### src/rtl/ultrasonic_ranger.sv
// rtl/ultrasonic_ranger.sv - HC-SR04 ranging front end: periodic trigger, echo timing, valid/timeout strobes.
// Define RANGER_AVG_EN to replace the raw width with a running two-sample average.
module ultrasonic_ranger #(
  parameter int TRIG_CYCLES    = 500,
  parameter int PERIOD_CYCLES  = 5000000,
  parameter int TIMEOUT_CYCLES = 150000,
  parameter int WIDTH          = 18
) (
  input  logic             CLOCK,
  input  logic             RESET,
  input  logic             ECH,
  output logic             TR,
  output logic [WIDTH-1:0] echo_width,
  output logic             sample_valid,
  output logic             timeout,
  output logic             busy
);

  localparam int PW = (PERIOD_CYCLES > 1) ? $clog2(PERIOD_CYCLES) : 1;
  localparam int TW = (TRIG_CYCLES > 1) ? $clog2(TRIG_CYCLES) : 1;
  localparam logic [PW-1:0]    P_LAST  = PW'(PERIOD_CYCLES - 1);
  localparam logic [TW-1:0]    T_LAST  = TW'(TRIG_CYCLES - 1);
  localparam logic [WIDTH-1:0] TO_MAX  = WIDTH'(TIMEOUT_CYCLES);
  localparam logic [WIDTH-1:0] TO_WAIT = WIDTH'(TIMEOUT_CYCLES - 1);

  typedef enum logic [1:0] {
    S_TRIG,
    S_WAIT,
    S_MEAS,
    S_HOLD
  } state_t;

  state_t           state, state_n;
  logic             run;
  logic [PW-1:0]    pcnt;
  logic [TW-1:0]    tcnt, tcnt_n;
  logic [WIDTH-1:0] cnt, cnt_n, ew_n;
  logic             ech_meta, ech_sync, ech_prev;
  logic             rise, fall, wrap, abort;
  logic             sv_n, to_n;
`ifdef RANGER_AVG_EN
  logic             have, have_n;
`endif

  always_ff @(posedge CLOCK) begin
    if (RESET) begin
      ech_meta <= 1'b0;
      ech_sync <= 1'b0;
      ech_prev <= 1'b0;
    end else begin
      ech_meta <= ECH;
      ech_sync <= ech_meta;
      ech_prev <= ech_sync;
    end
  end

  assign rise  = ech_sync & ~ech_prev;
  assign fall  = ~ech_sync & ech_prev;
  assign wrap  = (pcnt == P_LAST);
  assign abort = wrap && ((state == S_WAIT) || (state == S_MEAS));

  // run holds everything still for the first post-reset cycle so TR starts at period count 0
  assign TR   = run && (state == S_TRIG);
  assign busy = run && (state != S_HOLD);

  always_comb begin
    state_n = state;
    tcnt_n  = tcnt;
    cnt_n   = cnt;
    ew_n    = echo_width;
    sv_n    = 1'b0;
    to_n    = 1'b0;
`ifdef RANGER_AVG_EN
    have_n  = have;
`endif
    if (wrap) begin
      state_n = S_TRIG;
      tcnt_n  = '0;
      to_n    = abort;
    end else begin
      case (state)
        S_TRIG: begin
          if (tcnt == T_LAST) begin
            state_n = S_WAIT;
            cnt_n   = '0;
          end else begin
            tcnt_n = tcnt + 1'b1;
          end
        end
        S_WAIT: begin
          if (rise) begin
            state_n = S_MEAS;
            cnt_n   = WIDTH'(1);
          end else if (cnt == TO_WAIT) begin
            state_n = S_HOLD;
            to_n    = 1'b1;
          end else begin
            cnt_n = cnt + 1'b1;
          end
        end
        S_MEAS: begin
          if (fall) begin
            state_n = S_HOLD;
            sv_n    = 1'b1;
`ifdef RANGER_AVG_EN
            have_n  = 1'b1;
            ew_n    = have ? WIDTH'(({1'b0, echo_width} + {1'b0, cnt}) >> 1) : cnt;
`else
            ew_n    = cnt;
`endif
          end else if (cnt == TO_MAX) begin
            state_n = S_HOLD;
            to_n    = 1'b1;
          end else if (ech_sync) begin
            cnt_n = cnt + 1'b1;
          end
        end
        default: ;
      endcase
    end
  end

  always_ff @(posedge CLOCK) begin
    if (RESET) begin
      run          <= 1'b0;
      pcnt         <= '0;
      state        <= S_TRIG;
      tcnt         <= '0;
      cnt          <= '0;
      echo_width   <= '0;
      sample_valid <= 1'b0;
      timeout      <= 1'b0;
`ifdef RANGER_AVG_EN
      have         <= 1'b0;
`endif
    end else begin
      run <= 1'b1;
      if (run) begin
        pcnt         <= wrap ? '0 : pcnt + 1'b1;
        state        <= state_n;
        tcnt         <= tcnt_n;
        cnt          <= cnt_n;
        echo_width   <= ew_n;
        sample_valid <= sv_n;
        timeout      <= to_n;
`ifdef RANGER_AVG_EN
        have         <= have_n;
`endif
      end
    end
  end

endmodule

### config.mk
export PLATFORM = sky130hd
export DESIGN_NAME = ultrasonic_ranger
export DESIGN_NICKNAME = d
export VERILOG_FILES = /design/src/rtl/ultrasonic_ranger.sv
export SDC_FILE = /design/constraint.sdc
export NUM_CORES = 1
export LEC_CHECK = 0
export BUFFER_PORTS_ARGS = -buffer_cell sky130_fd_sc_hd__buf_2
export CAP_MARGIN = 20
export CORE_MARGIN = 4
export CORE_UTILIZATION = 55
export CTS_BUF_LIST = sky130_fd_sc_hd__clkbuf_2
export DETAILED_ROUTE_END_ITERATION = 7
export GPL_TIMING_DRIVEN = 0
export PLACE_DENSITY_LB_ADDON = 0.1
export SETUP_SLACK_MARGIN = 0.05
export SYNTH_ARGS = -nofsm -noshare
export SYNTH_HDL_FRONTEND = slang
export SYNTH_SLANG_ARGS = --single-unit
### constraint.sdc
create_clock -name CLOCK -period 3 [get_ports CLOCK]
set_input_delay 0.6 -clock CLOCK [delete_from_list [all_inputs] [get_ports CLOCK]]
set_output_delay 0.6 -clock CLOCK [all_outputs]
set_load 0.01 [all_outputs]
==> run summary, run 1 <==
- antenna violations before repair: 0
- count of flip-flops with a built-in enable after synthesis: 0
- delay-heaviest family, CP: simple AND/OR/NAND/NOR gates
- normalized max-slew margin: 0.6095
- total number of vias: 3127
- transition time of the tightest slew-check pin: 0.5858 ns
- maximum capacitance violations: 0
- highest achievable clock rate: 0.3930 GHz
- final critical-path share of the clock period: 0.8482
- clock transition time at the flip-flop clock pins of the worst setup and hold paths: 0.20 ns
- H-tree levels: 3
- Setup violations, final: 0
- horizontal die dimension: 89.11 um
- Final Max Tran Viols: 0
- GRT Total Usage: 0.2146
- number of clock buffers inserted by TritonCTS: 9
- design area: 0.003970 mm^2
- maximum single-stage delay on the critical path: 0.46 ns
- post-synthesis instance area: 0.003618 mm^2
- post-synthesis area per instance: 8.534 um^2
- number of unique standard cell types used by synthesis: 49
- critical path start-end classification: reg -> reg
- path type of the worst min-delay path: in -> reg
- final weighted congestion in routability-driven placement: 0.9114
- Synth Net Count: 435
- cell chain of the critical path: ha_1 > and3b_1 > nand4_1 > nor2_1 > nand2_1 > nand2_1 > clkbuf_1 > nor2_1
- dominant register cell in the synthesized netlist: dfxtp_1
- remaining global-route overflow: 0
- Critical Path RT: 3.39 ns
- maximum clock skew at final layout: 0.02995 ns
- DRC violation count after routing: 0
- Crit-path slowest cell: nor2_1
- TritonCTS clock tree: done
- NumNets Final: 470
- Final Routed Wirelength: 7859 um
- pre-CTS setup slack: 0.4730 ns
- Mapped Cells: 424
- Cell Area, Placed: 0.003835 mm^2
- status: finished clean
- Switch Pwr: 0.3976 mW
- minimum clock period after layout: 2.545 ns
- starting utilization of the core area: 0.5666
- Critical path buffers and inverters: 1
- sequential cell area fraction in the yosys report: 0.4205
- die extent in y: 89.11 um
- Detailed Place HPWL: 5717 um
- deepest clock path buffer count: 2
- commonest non-fill, non-tap cell in the layout: dfxtp_1
- share of cells above drive strength 1: 0.1080
- Yosys warning count: 0
- critical path capture point type: flip-flop
- clk sinks: 76
- maximum vdd drop: 491.2 uV
- floorplan die area: 0.007941 mm^2
- Worst setup SP type: flip-flop
- cts hold-fix bufs: 0
- RSZ-0062 raised after global routing: no
- worst hold slack across all endpoints: 0.3316 ns
- Max Fanout on Critical Path: 10
- Internal: 1.305 mW
- PostCTS Resize Cnt: 0
- data arrival at the endpoint of the critical path: 2.94 ns
- register bit total from synthesis: 76
- PwrDens: 428.9 mW/mm^2
- share of power burned in the clock network: 0.370
- setup TNS after final layout: 0 ns
- number of inserted filler cells in the final layout: 565
- number of failing hold endpoints at the final stage: 0
- # port buffers: 24
- number of global-route vias before repair: 2845
- final routed wire length divided by cell count: 14.55 um
- Gate power share: 0.028
- antenna diode instance count: 0
- clock network latency to the later pin of the worst-skew pair: 0.51 ns
- commonest non-fill, non-tap cells in the layout: 76 x dfxtp_1, 64 x nor2_1, 29 x nand2_1, 29 x a21oi_1, 27 x buf_2
- wire length of the first global-routing pass: 13230 um
- Floorplan Core Area: 0.006386 mm^2
- final core area utilization: 0.6217
- share of flip-flops with an asynchronous set or reset: 0
- buffer type at the clock tree root: clkbuf_2
- final setup slack of the worst path: 0.4553 ns
- setup slack of the worst register-to-register path: 0.46 ns
- number of violations reported at the end of detailed-routing iteration 0: 136
- number of detailed-route iterations in the first pass: 4
- I/O pin count: 25
- detailed-route vias per instance: 5.791
- Sw Ratio: 0.2335
- antenna violation net count after detailed routing: 0
- sequential power share: 0.602
- post-synthesis to final-layout area growth: 9.717%
- Leakage: 1.627 nW
- maximum number of pins on one net before global-route repair: 14
- standard-cell rows: 29
- # Post-CTS Setup Buffers: 0
## final cells by class
class,instances,area [um^2],area share
clock inverter,6,90.09,0.02269
multi-input combinational,319,1977,0.4980
clock buffer,9,45.04,0.01135
inverter,10,37.54,0.009455
sequential,76,1521,0.3832
buffer,19,82.58,0.02080
timing repair buffer,24,120.1,0.03026
tap,77,96.34,0.02427
## flip-flops by register name (all words and copies together), names as in the netlist
register / count
timeout: 1
cnt: 18
tcnt: 9
echo_width: 18
ech_meta: 1
run: 1
state: 2
pcnt: 23
sample_valid: 1
ech_sync: 1
ech_prev: 1
## synthesized netlist by cell type, types with 2 or more instances
library cell / number / share of area
dfxtp_1: 76 / 0.42
nor2_1: 64 / 0.066
a21oi_1: 29 / 0.040
nand2_1: 29 / 0.030
nand3_1: 24 / 0.033
o21ai_0: 23 / 0.032
mux2i_1: 21 / 0.058
xor2_1: 20 / 0.048
clkbuf_1: 14 / 0.015
nand4_1: 12 / 0.021
and3_1: 10 / 0.017
inv_1: 9 / 0.0093
nor3_1: 9 / 0.012
ha_1: 8 / 0.028
nand3b_1: 6 / 0.012
nor2b_1: 6 / 0.010
nand2b_1: 5 / 0.0086
and2_1: 4 / 0.0069
and4_1: 4 / 0.0097
or4_1: 4 / 0.0083
xnor2_1: 4 / 0.0097
a31oi_1: 3 / 0.0052
buf_2: 3 / 0.0041
nand4b_1: 3 / 0.0073
nor4b_1: 3 / 0.0073
a211o_1: 2 / 0.0048
and4bb_2: 2 / 0.0069
buf_4: 2 / 0.0041
o211ai_1: 2 / 0.0041
o311ai_0: 2 / 0.0048
or2_1: 2 / 0.0035
or3_1: 2 / 0.0035
## metrics by stage
| stage | std cells | total power, mW |
|---|---|---|
| after floorplan | 424 | 1.077 |
| after global placement | 525 | 1.092 |
| after detailed placement | 525 | 1.092 |
| after CTS | 540 | 1.725 |
| after global routing | 540 | 1.777 |
| final | 540 | 1.703 |
## kinds of logic after synthesis
family	synth area share
adder cells (fa/ha/maj)	0.02766
flip-flops	0.4205
AND/OR/NAND/NOR	0.2846
multiplexers	0.05809
buffers and inverters	0.03319
AO/OA/AOI/OAI	0.1179
XOR/XNOR	0.05809
## power groups by stage
stage	Sequential (mW)	Clock [mW]	Combinational [mW]
2_1_floorplan	1.04	0	0.0329
3_3_place_gp	1.04	0	0.0470
3_5_place_dp	1.05	0	0.0473
4_1_cts	1.03	0.652	0.0475
5_1_grt	1.03	0.696	0.0537
6_report	1.03	0.630	0.0472
## worst paths after layout
path / start / to / cells after the start
setup reg to reg: pcnt[0]$_SDFFE_PP0P_ / tcnt[5]$_SDFFE_PP0P_ / 8
setup / recovery: pcnt[0]$_SDFFE_PP0P_ / tcnt[5]$_SDFFE_PP0P_ / 8
hold / removal: ECH / ech_meta$_SDFF_PP0_ / 2
hold reg to reg: ech_meta$_SDFF_PP0_ / ech_sync$_SDFF_PP0_ / 1
## layer usage
layer | GRT usage | vias up | share of wire
li1 | - | 1571 | -
met1 | 0.2518 | 1489 | 0.44
met2 | 0.3664 | 57 | 0.51
met3 | 0.07097 | 10 | 0.038
met4 | 0.07442 | 0 | 0.014
met5 | 0 | - | 0
No activity file was read; power rests on OpenSTA's default activity.
==> run 2: changes to the inputs <==
==> constraint.sdc (replaced) <==
create_clock -name CLOCK -period 2.4 [get_ports CLOCK]
set_input_delay 0.48 -clock CLOCK [delete_from_list [all_inputs] [get_ports CLOCK]]
set_output_delay 0.48 -clock CLOCK [all_outputs]
set_load 0.01 [all_outputs]
==> run summary, run 2 (synthesis gave the netlist of run 1 again) <==
- status: finished clean
- NumNets Final: 472, +0.43%
- final core area utilization: 0.6397, +0.01802
- final routed wire length divided by cell count: 15.05 um, +3.4%
- antenna violation net count after detailed routing: 0, unchanged
- PwrDens: 523.2 mW/mm^2, +22%
- antenna violations before repair: 0, unchanged
- Critical Path RT: 2.88 ns, -0.51 ns
- commonest non-fill, non-tap cell in the layout: dfxtp_1
- Switch Pwr: 0.5036 mW, +27%
- detailed-route vias per instance: 5.795, about the same
- TritonCTS clock tree: done
- final critical-path share of the clock period: 0.9518, +0.1035
- Detailed Place HPWL: 5717 um, unchanged
- Tot Pwr: 2.137 mW, +26%
- remaining global-route overflow: 0, unchanged
- clock network latency to the later pin of the worst-skew pair: 0.53 ns, +0.02 ns
- DRC violation count after routing: 0, unchanged
- cell chain of the critical path: ha_1 > nand2b_1 > o41ai_4 > o311ai_4 > or2_4 > or4_1 > a21oi_1
- transition time of the tightest slew-check pin: 0.5930 ns, +0.007196 ns
- path type of the worst min-delay path: in -> reg
- horizontal die dimension: 89.11 um, unchanged
- number of inserted filler cells in the final layout: 555, -1.8%
- H-tree levels: 3, unchanged
- normalized max-slew margin: 0.6047, -0.004797
- Final Max Tran Viols: 0, unchanged
- number of detailed-route iterations in the first pass: 4, unchanged
- clk sinks: 76, unchanged
- Critical path buffers and inverters: 0, -1
- die extent in y: 89.11 um, unchanged
- maximum vdd drop: 612.3 uV, +25%
- starting utilization of the core area: 0.5666, unchanged
- buffer type at the clock tree root: clkbuf_2
- cts hold-fix bufs: 0, unchanged
- share of power burned in the clock network: 0.371, about the same
- Crit-path slowest cell: or4_1
- Max Fanout on Critical Path: 5, -5
- share of cells above drive strength 1: 0.1613, +0.05330
- Gate power share: 0.028, about the same
- maximum clock skew at final layout: 0.02681 ns, -0.003137 ns
- Floorplan Core Area: 0.006386 mm^2, unchanged
- Largest Register: pcnt
- Sw Ratio: 0.2356, +0.002147
- Regs by FF count: pcnt x23, cnt x18, echo_width x18
- maximum number of pins on one net before global-route repair: 14, unchanged
- footprint of the multi-input gates: 0.002039 mm^2, +3.2%
- maximum capacitance violations: 0, unchanged
- post-synthesis to final-layout area growth: 12.90%
- Setup violations, final: 0, unchanged
- total number of vias: 3141, +0.45%
- Leakage: 1.676 nW, +3.0%
- RSZ-0062 raised after global routing: yes
- highest achievable clock rate: 0.4378 GHz, +11%
- area taken by flip-flops and latches: 0.001531 mm^2, +0.66%
- number of failing hold endpoints at the final stage: 0, unchanged
- final standard cell count with taps included and fillers excluded: 542, +0.37%
- Worst setup SP type: flip-flop
- # port buffers: 24, unchanged
- Internal: 1.634 mW, +25%
- commonest non-fill, non-tap cells in the layout: 68 x dfxtp_1, 62 x nor2_1, 29 x nand2_1, 29 x a21oi_1, 26 x buf_2
- final weighted congestion in routability-driven placement: 0.9114, unchanged
- Cell Area, Placed: 0.003835 mm^2, unchanged
- floorplan die area: 0.007941 mm^2, unchanged
- design area: 0.004085 mm^2, +2.9%
- clock transition time at the flip-flop clock pins of the worst setup and hold paths: 0.21 ns, about the same
- delay-heaviest family, CP: simple AND/OR/NAND/NOR gates
- Final Routed Wirelength: 8156 um, +3.8%
- sequential power share: 0.601, about the same
- final setup slack of the worst path: 0.1158 ns, -0.3396 ns
- standard-cell rows: 29, unchanged
- maximum single-stage delay on the critical path: 0.47 ns, about the same
- number of violations reported at the end of detailed-routing iteration 0: 131, -3.7%
- critical path start-end classification: reg -> reg
- antenna diode instance count: 0, unchanged
- critical path capture point type: flip-flop
- Placed Instances: 525, unchanged
- deepest clock path buffer count: 2, unchanged
- GRT Total Usage: 0.2176, +0.003057
- minimum clock period after layout: 2.284 ns, -0.2604 ns
- I/O pin count: 25, unchanged
- pre-CTS setup slack: -0.1270 ns, -0.6000 ns
- number of clock buffers inserted by TritonCTS: 9, unchanged
- number of global-route vias before repair: 2862, +0.60%
- max FFs per register: 23, unchanged
- data arrival at the endpoint of the critical path: 2.77 ns, -0.17 ns
- wire length of the first global-routing pass: 13390 um, +1.2%
-- run 2: cell count changes in the layout (fill, tap and decap cells not counted), moves of 2 or more --
cell	delta
buf_4	+2
nor2_1	-2
buf_6	+2
clkbuf_1	-6
clkbuf_4	+3
or2_1	-2
dfxtp_2	+8
dfxtp_1	-8
nor4b_2	+2
clkbuf_2	+2
nor4b_1	-2
or2_4	+2
-- run 2: what timing repair did --
action | CTS | global route
endpoints found under the setup margin | 36 | 52
gates resized for setup | 8 | 25
pin swaps | 0 | 4
hold endpoints to repair | 0 | 0
buffers inserted | 0 | 4
-- run 2: layout make-up --
class                      count  share of cell area
multi-input combinational    319              0.4992
sequential                    76              0.3749
timing repair buffer          28             0.03675
tap                           77             0.02358
buffer                        17             0.02328
clock inverter                 6             0.02205
clock buffer                   9             0.01103
inverter                      10            0.009188
-- run 2: path summary, 6_finish.rpt --
path,startpoint,to,slack (ns),cells past startpoint
max,tcnt[1]$_SDFFE_PP0P_,cnt[5]$_SDFFE_PP0P_,0.12,7
min,ECH,ech_meta$_SDFF_PP0_,0.18,2
max reg2reg,tcnt[1]$_SDFFE_PP0P_,cnt[5]$_SDFFE_PP0P_,0.12,7
min reg2reg,ech_meta$_SDFF_PP0_,ech_sync$_SDFF_PP0_,0.46,1
-- run 2: stage by stage --
step / hold WS (ns) / setup TNS (ns)
detailed placement: 0.4278 / -1.615
finish: 0.1762 / 0
global placement: 0.4379 / -1.476
CTS: 0.1584 / 0
global route: 0.1516 / 0
floorplan: 0.4138 / 0
-- run 2: layer usage --
layer  wire, um  part of all wire  vias to the layer above  GRT usage
li1           -                 -                     1577          -
met1       3528              0.43                     1508     0.2524
met2       4199              0.51                       45     0.3804
met3        300             0.037                       11    0.07005
met4        129             0.016                        0    0.06766
met5          0                 0                        -          0
-- run 2: power by group through the flow --
stage	combinational, mW	sequential [mW]	clock [mW]
after global placement	0.0588	1.31	0
after CTS	0.0598	1.28	0.815
final	0.0600	1.28	0.793
after detailed placement	0.0592	1.31	0
after global routing	0.0675	1.29	0.870
after floorplan	0.0411	1.30	0
==> run 3: changes to the inputs <==
--- a/config.mk
+++ b/config.mk
@@ -7,8 +7,10 @@
 export LEC_CHECK = 0
 export BUFFER_PORTS_ARGS = -buffer_cell sky130_fd_sc_hd__buf_2
 export CAP_MARGIN = 20
+export CELL_PAD_IN_SITES_DETAIL_PLACEMENT = 1
+export CELL_PAD_IN_SITES_GLOBAL_PLACEMENT = 2
 export CORE_MARGIN = 4
-export CORE_UTILIZATION = 55
+export CORE_UTILIZATION = 38
 export CTS_BUF_LIST = sky130_fd_sc_hd__clkbuf_2
 export DETAILED_ROUTE_END_ITERATION = 7
 export GPL_TIMING_DRIVEN = 0
==> run summary, run 3 (synthesis gave the netlist of run 1 again) <==
- clock transition time at the flip-flop clock pins of the worst setup and hold paths: 0.21 ns, about the same
- commonest non-fill, non-tap cells in the layout: 63 x nor2_1, 63 x dfxtp_1, 28 x nand2_1, 27 x a21oi_1, 27 x buf_2
- number of clock buffers inserted by TritonCTS: 9, unchanged
- footprint of the multi-input gates: 0.002078 mm^2, +1.9%
- Final Routed Wirelength: 9924 um, +22%
- worst reg2reg path depth: 7, unchanged
- standard-cell rows: 35, +21%
- path type of the worst min-delay path: in -> reg
- global routing usage on met3: 0.04164, -0.02840
- maximum vdd drop: 247.8 uV, -60%
- global-route track usage on met2: 0.3256, -0.05485
- share of cells above drive strength 1: 0.2000, +0.03871
- number of global-route vias before repair: 3222, +13%
- final routed wire length divided by cell count: 16.57 um, +10%
- final setup slack of the worst path: 0.08348 ns, -0.03228 ns
- transition time of the tightest slew-check pin: 0.6775 ns, +0.08454 ns
- Placed Instances: 577, +9.9%
- data arrival at the endpoint of the critical path: 2.79 ns, +0.02 ns
- RSZ-0062 raised after global routing: no
- Max Fanout on Critical Path: 5, unchanged
- horizontal die dimension: 105.6 um, +18%
- Detailed Place HPWL: 7124 um, +25%
- pre-CTS setup slack: -0.2929 ns, -0.1659 ns
- Final Max Tran Viols: 0, unchanged
- maximum clock skew at final layout: 0.02559 ns, -0.001220 ns
- # port buffers: 24, unchanged
- starting utilization of the core area: 0.3916, -0.1750
- number of inserted filler cells in the final layout: 1100, +98%
- most crowded layer after global routing: met2
- instance count along the most critical hold path: 2, unchanged
- post-synthesis to final-layout area growth: 16.80%
- Floorplan Core Area: 0.009240 mm^2, +45%
- wire length of the first global-routing pass: 16630 um, +24%
- normalized max-slew margin: 0.5483, -0.05636
- number of violations reported at the end of detailed-routing iteration 0: 128, -2.3%
- DRC violation count after routing: 0, unchanged
- die extent in y: 105.6 um, +18%
- final standard cell count with taps included and fillers excluded: 599, +11%
- total number of vias: 3188, +1.5%
- setup slack of the worst register-to-register path: 0.08 ns, -0.03 ns
- deepest clock path buffer count: 2, unchanged
- floorplan die area: 0.01115 mm^2, +40%
- Critical Path RT: 2.87 ns, about the same
- number of failing hold endpoints at the final stage: 0, unchanged
- Largest Register: pcnt
- TritonCTS clock tree: done
- GRT met1 Usage: 0.2274, -0.02497
- minimum clock period after layout: 2.317 ns, +0.03228 ns
- maximum number of pins on one net before global-route repair: 15, +1
- number of detailed-route iterations in the first pass: 4, unchanged
- NumNets Final: 476, +0.85%
- Leakage: 1.698 nW, +1.3%
- Regs by FF count: pcnt x23, cnt x18, echo_width x18
- final core area utilization: 0.4574, -0.1823
- Reg2Reg Launch Point: tcnt[0]$_SDFFE_PP0P_
- CP startpoint: tcnt[0]$_SDFFE_PP0P_
- PwrDens: 493.8 mW/mm^2, -5.6%
- antenna violations before repair: 0, unchanged
- GRT Total Usage: 0.1851, -0.03252
- status: finished clean
- cts hold-fix bufs: 0, unchanged
- area taken by flip-flops and latches: 0.001543 mm^2, +0.74%
- capture point of the critical path: cnt[5]$_SDFFE_PP0P_
- critical path start-end classification: reg -> reg
- reg2reg end: cnt[5]$_SDFFE_PP0P_
- max FFs per register: 23, unchanged
- detailed-route vias per instance: 5.322, -8.2%
- Worst setup SP type: flip-flop
- H-tree levels: 3, unchanged
- maximum capacitance violations: 0, unchanged
- final weighted congestion in routability-driven placement: 0.7855, -14%
- clk sinks: 76, unchanged
- Setup violations, final: 0, unchanged
- final critical-path share of the clock period: 0.9652, +0.01345
- critical path capture point type: flip-flop
- remaining global-route overflow: 0, unchanged
- clock network latency to the later pin of the worst-skew pair: 0.54 ns, about the same
- highest achievable clock rate: 0.4317 GHz, -1.4%
- antenna violation net count after detailed routing: 0, unchanged
- buffer type at the clock tree root: clkbuf_2
- I/O pin count: 25, unchanged
- antenna diode instance count: 0, unchanged
[run 3: how the worst min path moves through the flow]
| stage | start | endpoint | slack, ns |
|---|---|---|---|
| after CTS | ECH | ech_meta$_SDFF_PP0_ | 0.12 |
| after floorplan | ech_meta$_SDFF_PP0_ | ech_sync$_SDFF_PP0_ | 0.41 |
| final | ECH | ech_meta$_SDFF_PP0_ | 0.16 |
| after global placement | ech_meta$_SDFF_PP0_ | ech_sync$_SDFF_PP0_ | 0.42 |
| after global routing | ECH | ech_meta$_SDFF_PP0_ | 0.13 |
| after detailed placement | ech_meta$_SDFF_PP0_ | ech_sync$_SDFF_PP0_ | 0.43 |
[run 3: routing by layer]
| metal | part of all wire | wire length (um) |
|---|---|---|
| met1 | 0.45 | 4473 |
| met2 | 0.51 | 5064 |
| met3 | 0.026 | 257 |
| met4 | 0.013 | 129 |
| met5 | 0 | 0 |
[run 3: layout make-up]
| type | count | area share |
|---|---|---|
| buffer | 15 | 0.02131 |
| clock buffer | 9 | 0.01066 |
| clock inverter | 7 | 0.01806 |
| inverter | 10 | 0.008881 |
| multi-input combinational | 319 | 0.4917 |
| sequential | 76 | 0.3650 |
| tap | 129 | 0.03819 |
| timing repair buffer | 34 | 0.04618 |
[run 3: critical path, stage by stage, from the launching register on]
cell and delay [ns]:
dfxtp_4 0.41, ha_4 0.15, nand2b_4 0.07, o41ai_4 0.49, o311ai_4 0.21, or2_4 0.32, or4_4 0.49, a21oi_2 0.12
[run 3: repair_timing]
action	CTS	global route
gates resized for setup	16	30
pin swaps	1	11
endpoints found under the setup margin	51	49
buffers inserted	1	9
[run 3: power by group]
group | switching (mW) | total, mW | internal (mW) | leakage, nW
clock | 0.489 | 0.733 | 0.245 | 0.0685
combinational | 0.0468 | 0.0691 | 0.0223 | 1.01
sequential | 0.0107 | 1.28 | 1.27 | 0.620
[run 3: metrics by stage]
stage | hold WS [ns] | setup TNS (ns) | cell area (um^2) | total power [mW]
2_1_floorplan | 0.4138 | 0 | 3618 | 1.346
3_3_place_gp | 0.4223 | -6.673 | 3900 | 1.371
3_5_place_dp | 0.4273 | -7.823 | 3900 | 1.372
4_1_cts | 0.1217 | 0 | 4071 | 2.122
5_1_grt | 0.1250 | 0 | 4227 | 2.187
6_report | 0.1592 | 0 | 4227 | 2.087
